[src/rtl/alu_seq_unit.sv]
`default_nettype none
// ============================================================================
// Module   : alu_seq_unit
// Brief    : Execute-stage ALU; single-cycle logic/arith ops, 32-cycle
//            shift-add multiply with pipeline stall.
// Revision : 1.0  initial release
// ============================================================================
module alu_seq_unit #(
  parameter int DATA_WIDTH = 32
) (
  input  logic                  CLK,
  input  logic                  RST,
  input  logic [DATA_WIDTH-1:0] SrcA,
  input  logic [DATA_WIDTH-1:0] SrcB,
  input  logic [2:0]            ALUControl,
  output logic [DATA_WIDTH-1:0] ALUResult,
  output logic                  Zero,
  output logic                  Stall,
  output logic                  MulDone
);

  localparam int c_cw = $clog2(DATA_WIDTH);
  localparam logic [c_cw-1:0] c_last = c_cw'(DATA_WIDTH - 1);

  localparam logic [1:0] c_idle = 2'd0;
  localparam logic [1:0] c_busy = 2'd1;
  localparam logic [1:0] c_done = 2'd2;

  localparam logic [2:0] c_op_and = 3'b000;
  localparam logic [2:0] c_op_or  = 3'b001;
  localparam logic [2:0] c_op_add = 3'b010;
  localparam logic [2:0] c_op_sub = 3'b100;
  localparam logic [2:0] c_op_slt = 3'b110;
  localparam logic [2:0] c_op_mul = 3'b101;

  logic [1:0]            r_state;
  logic [1:0]            w_next;
  logic [DATA_WIDTH-1:0] r_mcand;
  logic [DATA_WIDTH-1:0] r_mplr;
  logic [DATA_WIDTH-1:0] r_acc;
  logic [c_cw-1:0]       r_count;
  logic [DATA_WIDTH-1:0] w_alu;
  logic                  w_slt;
  logic                  w_issue;

  assign w_issue = (ALUControl == c_op_mul);
  assign w_slt   = ($signed(SrcA) < $signed(SrcB));

  always_comb begin
    w_alu = '0;
    case (ALUControl)
      c_op_and: w_alu = SrcA & SrcB;
      c_op_or:  w_alu = SrcA | SrcB;
      c_op_add: w_alu = SrcA + SrcB;
      c_op_sub: w_alu = SrcA - SrcB;
      c_op_slt: w_alu = {{(DATA_WIDTH-1){1'b0}}, w_slt};
      default:  w_alu = '0;
    endcase
  end

  always_ff @(posedge CLK or posedge RST) begin
    if (RST) begin
      r_state <= c_idle;
    end else begin
      r_state <= w_next;
    end
  end

  always_comb begin
    w_next = r_state;
    case (r_state)
      c_idle:  if (w_issue) w_next = c_busy;
      c_busy:  if (r_count == c_last) w_next = c_done;
      c_done:  w_next = c_idle;
      default: w_next = c_idle;
    endcase
  end

  // Operands are captured at issue so the datapath may move on during BUSY.
  always_ff @(posedge CLK or posedge RST) begin
    if (RST) begin
      r_mcand <= '0;
      r_mplr  <= '0;
      r_acc   <= '0;
      r_count <= '0;
    end else if (r_state == c_idle) begin
      if (w_issue) begin
        r_mcand <= SrcA;
        r_mplr  <= SrcB;
        r_acc   <= '0;
        r_count <= '0;
      end
    end else if (r_state == c_busy) begin
      if (r_mplr[0]) begin
        r_acc <= r_acc + r_mcand;
      end
      r_mcand <= r_mcand << 1;
      r_mplr  <= r_mplr >> 1;
      r_count <= r_count + c_cw'(1);
    end
  end

  always_comb begin
    ALUResult = w_alu;
    Zero      = (w_alu == '0);
    Stall     = 1'b0;
    MulDone   = 1'b0;
    case (r_state)
      c_idle: begin
        if (w_issue) begin
          ALUResult = '0;
          Zero      = 1'b0;
          Stall     = ~RST;
        end
      end
      c_busy: begin
        ALUResult = '0;
        Zero      = 1'b0;
        Stall     = 1'b1;
      end
      c_done: begin
        ALUResult = r_acc;
        Zero      = (r_acc == '0);
        MulDone   = 1'b1;
      end
      default: begin
        ALUResult = w_alu;
        Zero      = (w_alu == '0);
      end
    endcase
  end

endmodule
`default_nettype wire

[config.mk]
export PLATFORM = sky130hd
export DESIGN_NAME = alu_seq_unit
export DESIGN_NICKNAME = d
export VERILOG_FILES = /design/src/rtl/alu_seq_unit.sv
export SDC_FILE = /design/constraint.sdc
export NUM_CORES = 1
export LEC_CHECK = 0
export ABC_AREA = 0
export BUFFER_PORTS_ARGS = -buffer_cell sky130_fd_sc_hd__clkbuf_2
export CAP_MARGIN = 30
export CORE_MARGIN = 5
export CORE_UTILIZATION = 45
export CTS_BUF_LIST = sky130_fd_sc_hd__clkbuf_2
export DETAILED_ROUTE_END_ITERATION = 7
export GPL_TIMING_DRIVEN = 1
export PLACE_DENSITY_LB_ADDON = 0.05
export SYNTH_ARGS = -nofsm -noshare
export SYNTH_HDL_FRONTEND = slang
export SYNTH_SLANG_ARGS = --single-unit
[constraint.sdc]
create_clock -name CLK -period 4.2 [get_ports CLK]
set_input_delay 0.21 -clock CLK [delete_from_list [all_inputs] [get_ports CLK]]
set_output_delay 0.21 -clock CLK [all_outputs]
set_load 0.03 [all_outputs]
Word-level counts from Yosys, hierarchy flattened
Cells that the tools add are included.
Storage, ports and cells
  register bits after elaboration: 103
  input bits: 69
  word-level logic and storage cells: 56
Operators by class
  add/subtract/negate cells: 4
  order comparisons: 1
  eq/ne operators: 10
  multiplexer cells: 24
  bitwise logic cells: 3
  reduce and logical (&&, ||, !) cells: 9
Operator list (count)
  $mux 32: 11
  $pmux 32 s5: 1
  $pmux 32 s3: 1
  $add 32x32->32: 2
  $logic_not 32->1: 2
  $and 32x32->32: 1
  $lt 32x32->1: 1
  $or 32x32->32: 1
  $sub 32x32->32: 1
  $mux 5: 3
  $eq 3x3->1 const B: 3
  $add 5x1->5 const B: 1
  $eq 5x5->1 const B: 1
  $mux 2: 2
  $ne 2x2->1 const B: 2
  $pmux 2 s2: 1
  $reduce_and 2->1: 2
  $reduce_bool 2->1: 2
  $eq 3x1->1 const B: 1
  $eq 3x2->1 const B: 1
  $logic_not 3->1: 1
  $mux 1: 3
  $pmux 1 s3: 1
  $reduce_and 3->1: 1
  other kinds (5): 5

Longest topological paths before layout
  word-level depth: 5
  gate-level depth with buffers: 16
  gate-level depth less buffers: 16

Worst setup path before layout
OpenSTA, ideal clock, no wires.
  path kind: in2out
  start: in SrcB[1]
  end: out ALUResult[31]
  arrival time: 3.291 ns
  setup slack: 0.699 ns
  stages on the path: 14
  cell sequence: inv_1 ha_1 or2_0 a221o_1 a211oi_2 o21ai_1 a21oi_2 o41ai_4 o31ai_2 a21oi_1 mux2i_1 nor4_1 o21bai_1 o21ai_0
On the way
  longest elaborated chain between the ends: 4
RTL lines
  start: declaration: line 14  | input logic [DATA_WIDTH-1:0] SrcB,
  $sub 32x32->32 or $add 32x32->32 (tied branches): line 55, 54
  $pmux 32 s5 (*): line 51  | case (ALUControl)
  $mux 32: line 110  | if (w_issue) begin
  $pmux 32 s3 (*): line 108  | case (r_state)
  end: declaration: line 16  | output logic [DATA_WIDTH-1:0] ALUResult,
Every way passes the cells marked *; elsewhere a longest branch is shown, timed or not.

Final worst setup path
  start: in SrcA[8]
  end: out Zero
On the way
  longest elaborated chain between the ends: 5
RTL lines
  start: declaration: line 13  | input logic [DATA_WIDTH-1:0] SrcA,
  $sub 32x32->32, or another cell as far along: line 55  | c_op_sub: w_alu = SrcA - SrcB;
  $pmux 32 s5 (*): line 51
  $logic_not 32->1 (*): line 105, 128
  $mux 1: line 110
  $pmux 1 s3 (*): line 108
  end: declaration: line 17  | output logic Zero,
Marked as above.

==> impl_summary.md <==
Status
The flow ran to the end, and the final reports show no timing, DRC or antenna violations.

Floorplan
The floorplan has 59 rows. The die is 172 µm tall. The core footprint is 26,000 µm².

104 I/O pins were placed. The die covers 29,600 µm². The initial cell density of the core is 0.455. The floorplan step set the die width to 172 µm.

Job
Max-cap violations in this run came to 0.

Pwr
IR analysis of the VDD net gives a maximum drop of 0.387 mV. After layout, the design draws a total of 5.94 mW. For this design the static power due to leakage is 6.54 nW. Dividing total power by cell area gives a power density of 420 nW/µm².

Setup path
The flop-to-flop setup slack is 0.48 ns. The critical path arrival is 3.90 ns. The required time at the worst-slack endpoint is 3.99 ns. The setup path with the least slack is of type input port to primary output.

The peak fanout along the critical path is 10. STA classifies the critical path startpoint as an input port. STA classifies the critical path endpoint as a primary output.

Drt
For this block, the via count after detailed routing is 12,445. The DRC violation count after routing is 0. The first-pass iteration count of the detailed router is 7. The number of nets still failing antenna checks after routing is 0.

After detailed routing, the average wire length per cell comes to 21.1 µm. The initial DRC count is 1,068. The average vias per placed instance is 5.98. Summed over all layers, the routed wires come to 43.9 mm.

GRT
The leftover overflow at the end of global routing is 0. The maximum number of pins on one net before global-route repair is 98. Across every metal layer, demand over resource in global routing totals 0.293. The number of global-route vias before repair is 11,681. The global-route wire length before repair is 67.3 mm. The number of antenna violations at the first check in global routing is 2.

STA
The worst hold-check slack is 0.0507 ns. The worst path needs 4.11 ns of the cycle, external delays included. Dividing the final minimum period by the clock period gives 0.978. The worst relative slew slack is 0.369.

The number of pins with negative max-slew slack in the final report came to 0. At the pin with the least slew margin, the transition time is 0.944 ns. The top achievable clock speed is 243 MHz. Setup repair after global routing could not meet its margin everywhere.

Setup violations remaining at the end of the flow were counted as 0. The setup TNS is 0 ns. The clock skew after layout is 0.0598 ns. The number of hold violations in the final report is 0.

Synthesis
The synthesis-stage register bit count is 103. Counting every instance in the synthesized netlist gives 1,545. The warning count from the yosys run is 0. The fraction of registers with async set/reset is 1.00. The number of nets in the synthesized netlist is 1,747. The synthesized netlist occupies a cell area of 11,800 µm². The number of enable flip-flop cells after synthesis is 0. In the synthesized netlist the dominant register cell turns out to be sky130_fd_sc_hd__dfrtp_1.

For this run, the register share of the synthesized area comes to 0.218. The count of unique library cells instantiated by Yosys is 89. The mean instance size in the synthesized netlist is 7.66 µm².

Finish
The layout filler cell count is 2,570. In the final layout, the multi-input gates occupy 8670 µm². The flip-flop and latch area is 2580 µm².

The final cell count without fillers is 2,080. The post-route standard cell area excluding fillers is 14,100 µm². The layout-stage area growth over the synthesis result is 19.5%. Of the cells placed in the final design, the portion with a size suffix greater than 1 is 0.167. The net count reported at finish is 1,941.

Clock tree
The worst-skew pair later-pin latency is 0.74 ns. Clock-pin slew was measured on the worst setup and hold paths at 0.33 ns. Counting the buffers created by CTS gives 9.

The TritonCTS sink count is 103. The H-tree was split into 3 levels. The master cell of the clock root buffer is sky130_fd_sc_hd__clkbuf_2.

The buffer depth of the longest clock path is 2. TritonCTS built the clock tree.

Placed design
The routability congestion estimate from global placement is 0.980. The detailed-placement wirelength estimate is 34.3 mm. During placement, the flow inserted port buffers numbering 103. The number of cells in the design after placement is 1,994. In this run the cell area measured after placement is 13,200 µm².

Min path
The path type of the worst min-delay path is input port to flip-flop.
==> Yosys cell counts, types with 9 or more instances <==
cell type,count,area (µm²)
sky130_fd_sc_hd__o21ai_1,17,85.1
sky130_fd_sc_hd__o21ai_0,162,811
sky130_fd_sc_hd__xnor2_1,20,175
sky130_fd_sc_hd__o211ai_1,17,128
sky130_fd_sc_hd__inv_1,107,402
sky130_fd_sc_hd__a21o_1,27,203
sky130_fd_sc_hd__xor2_1,13,114
sky130_fd_sc_hd__a211oi_1,22,165
sky130_fd_sc_hd__o31ai_1,13,97.6
sky130_fd_sc_hd__a31oi_1,9,56.3
sky130_fd_sc_hd__nor2_1,118,443
sky130_fd_sc_hd__nand2_1,171,642
sky130_fd_sc_hd__o2bb2ai_1,9,78.8
sky130_fd_sc_hd__a21oi_1,114,571
sky130_fd_sc_hd__buf_2,11,55.1
sky130_fd_sc_hd__o21bai_1,23,173
sky130_fd_sc_hd__mux2i_1,87,871
sky130_fd_sc_hd__clkbuf_1,69,259
sky130_fd_sc_hd__nand4_1,13,81.3
sky130_fd_sc_hd__nor3_1,30,150
sky130_fd_sc_hd__nand2b_1,10,62.6
sky130_fd_sc_hd__ha_1,130,1630
sky130_fd_sc_hd__nand3_1,43,215
sky130_fd_sc_hd__dfrtp_1,103,2580
sky130_fd_sc_hd__a221o_1,9,90.1
sky130_fd_sc_hd__nor4_1,19,119
==> path summary, 6_finish.rpt <==
check / startpoint / to / depth (start not counted)
worst max-delay path: SrcA[8] / Zero / 18
worst min register to register: r_mplr[12] / r_mplr[12] / 2
max in group asynchronous: RST / r_mplr[19] / 5
worst max register to register: r_mcand[0] / r_acc[30] / 14
min in group asynchronous: RST / r_mcand[29] / 4
worst min-delay path: SrcA[17] / r_mcand[17] / 4
==> layout by cell type (no fill, tap or decap), drive strengths merged, types with 13 or more instances in the layout <==
cell,n
buf,102
dfrtp,103
o21ai,179
a211oi,24
nor2,119
nand2,171
mux2i,87
o211ai,17
xnor2,20
nor3,31
a21o,27
clkbuf,113
inv,113
xor2,13
o31ai,15
o21bai,23
nor4,20
nand4,13
a21oi,117
ha,130
dlygate4sd3,65
nand3,43
==> sequential cells by signal, summed over array words and instances (netlist names) <==
name	flops
r_mcand	32
r_count	5
r_acc	32
r_state	2
r_mplr	32
==> where the power goes <==
part | switching [mW] | internal [mW]
clock | 0.423 | 0.0989
sequential | 0.444 | 1.42
combinational | 2.04 | 1.52
==> cells by family after synthesis <==
| group | after synthesis | share of synthesized area |
|---|---|---|
| adders and majority gates | 133 | 0.143 |
| DFF | 103 | 0.218 |
| xor gates and xnor gates | 33 | 0.0244 |
| muxes | 89 | 0.0755 |
| and+or+nand+nor | 469 | 0.185 |
| buffers and inverters | 198 | 0.0662 |
| AOI/OAI and AO/OA | 520 | 0.288 |
==> routing by layer <==
layer | GRT usage | share of wire | wire (µm)
met1 | 0.440 | 0.48 | 20900
met2 | 0.445 | 0.43 | 18700
met3 | 0.0464 | 0.081 | 3550
met4 | 0.0595 | 0.017 | 727
met5 | 0 | 0 | 0
==> critical path: stages <==
cell and delay, ns:
sky130_fd_sc_hd__clkbuf_2 0.18, sky130_fd_sc_hd__inv_1 0.06, sky130_fd_sc_hd__ha_1 0.29, sky130_fd_sc_hd__buf_4 0.15, sky130_fd_sc_hd__buf_4 0.18, sky130_fd_sc_hd__o21ai_0 0.10, sky130_fd_sc_hd__a21o_1 0.22, sky130_fd_sc_hd__nor2_1 0.16
sky130_fd_sc_hd__a21oi_2 0.12, sky130_fd_sc_hd__o41ai_4 0.64, sky130_fd_sc_hd__o31ai_4 0.15, sky130_fd_sc_hd__buf_4 0.16, sky130_fd_sc_hd__a21oi_1 0.16, sky130_fd_sc_hd__o21ai_2 0.12, sky130_fd_sc_hd__nor4_1 0.29, sky130_fd_sc_hd__and4b_1 0.26
sky130_fd_sc_hd__a41o_1 0.23, sky130_fd_sc_hd__clkbuf_4 0.21
==> layout make-up <==
cell class | instances | share of cell area
Multi-Input combinational cell | 1244 | 0.613
Sequential cell | 103 | 0.182
Timing Repair Buffer | 270 | 0.137
Inverter | 111 | 0.0296
Tap cell | 335 | 0.0296
Clock inverter | 6 | 0.00442
Clock buffer | 10 | 0.00354
Antenna cell | 1 | 0.000177
==> repair_timing <==
item / 4_1_cts / 5_1_grt
endpoints found under the setup margin: 0 / 6
resized for setup: 0 / 40
buffers inserted: 0 / 3
hold endpoints to repair: 120 / 0
hold buffers: 65 / 0
==> through the flow <==
step | util | setup WS (ns)
after floorplan | - | 0.699
after global placement | 0.507 | 0.00113
after detailed placement | 0.507 | 0.0182
after CTS | 0.536 | 0.0198
after global routing | 0.544 | -0.0556
final | 0.544 | 0.0932
Power figures use the tool's default switching activity.
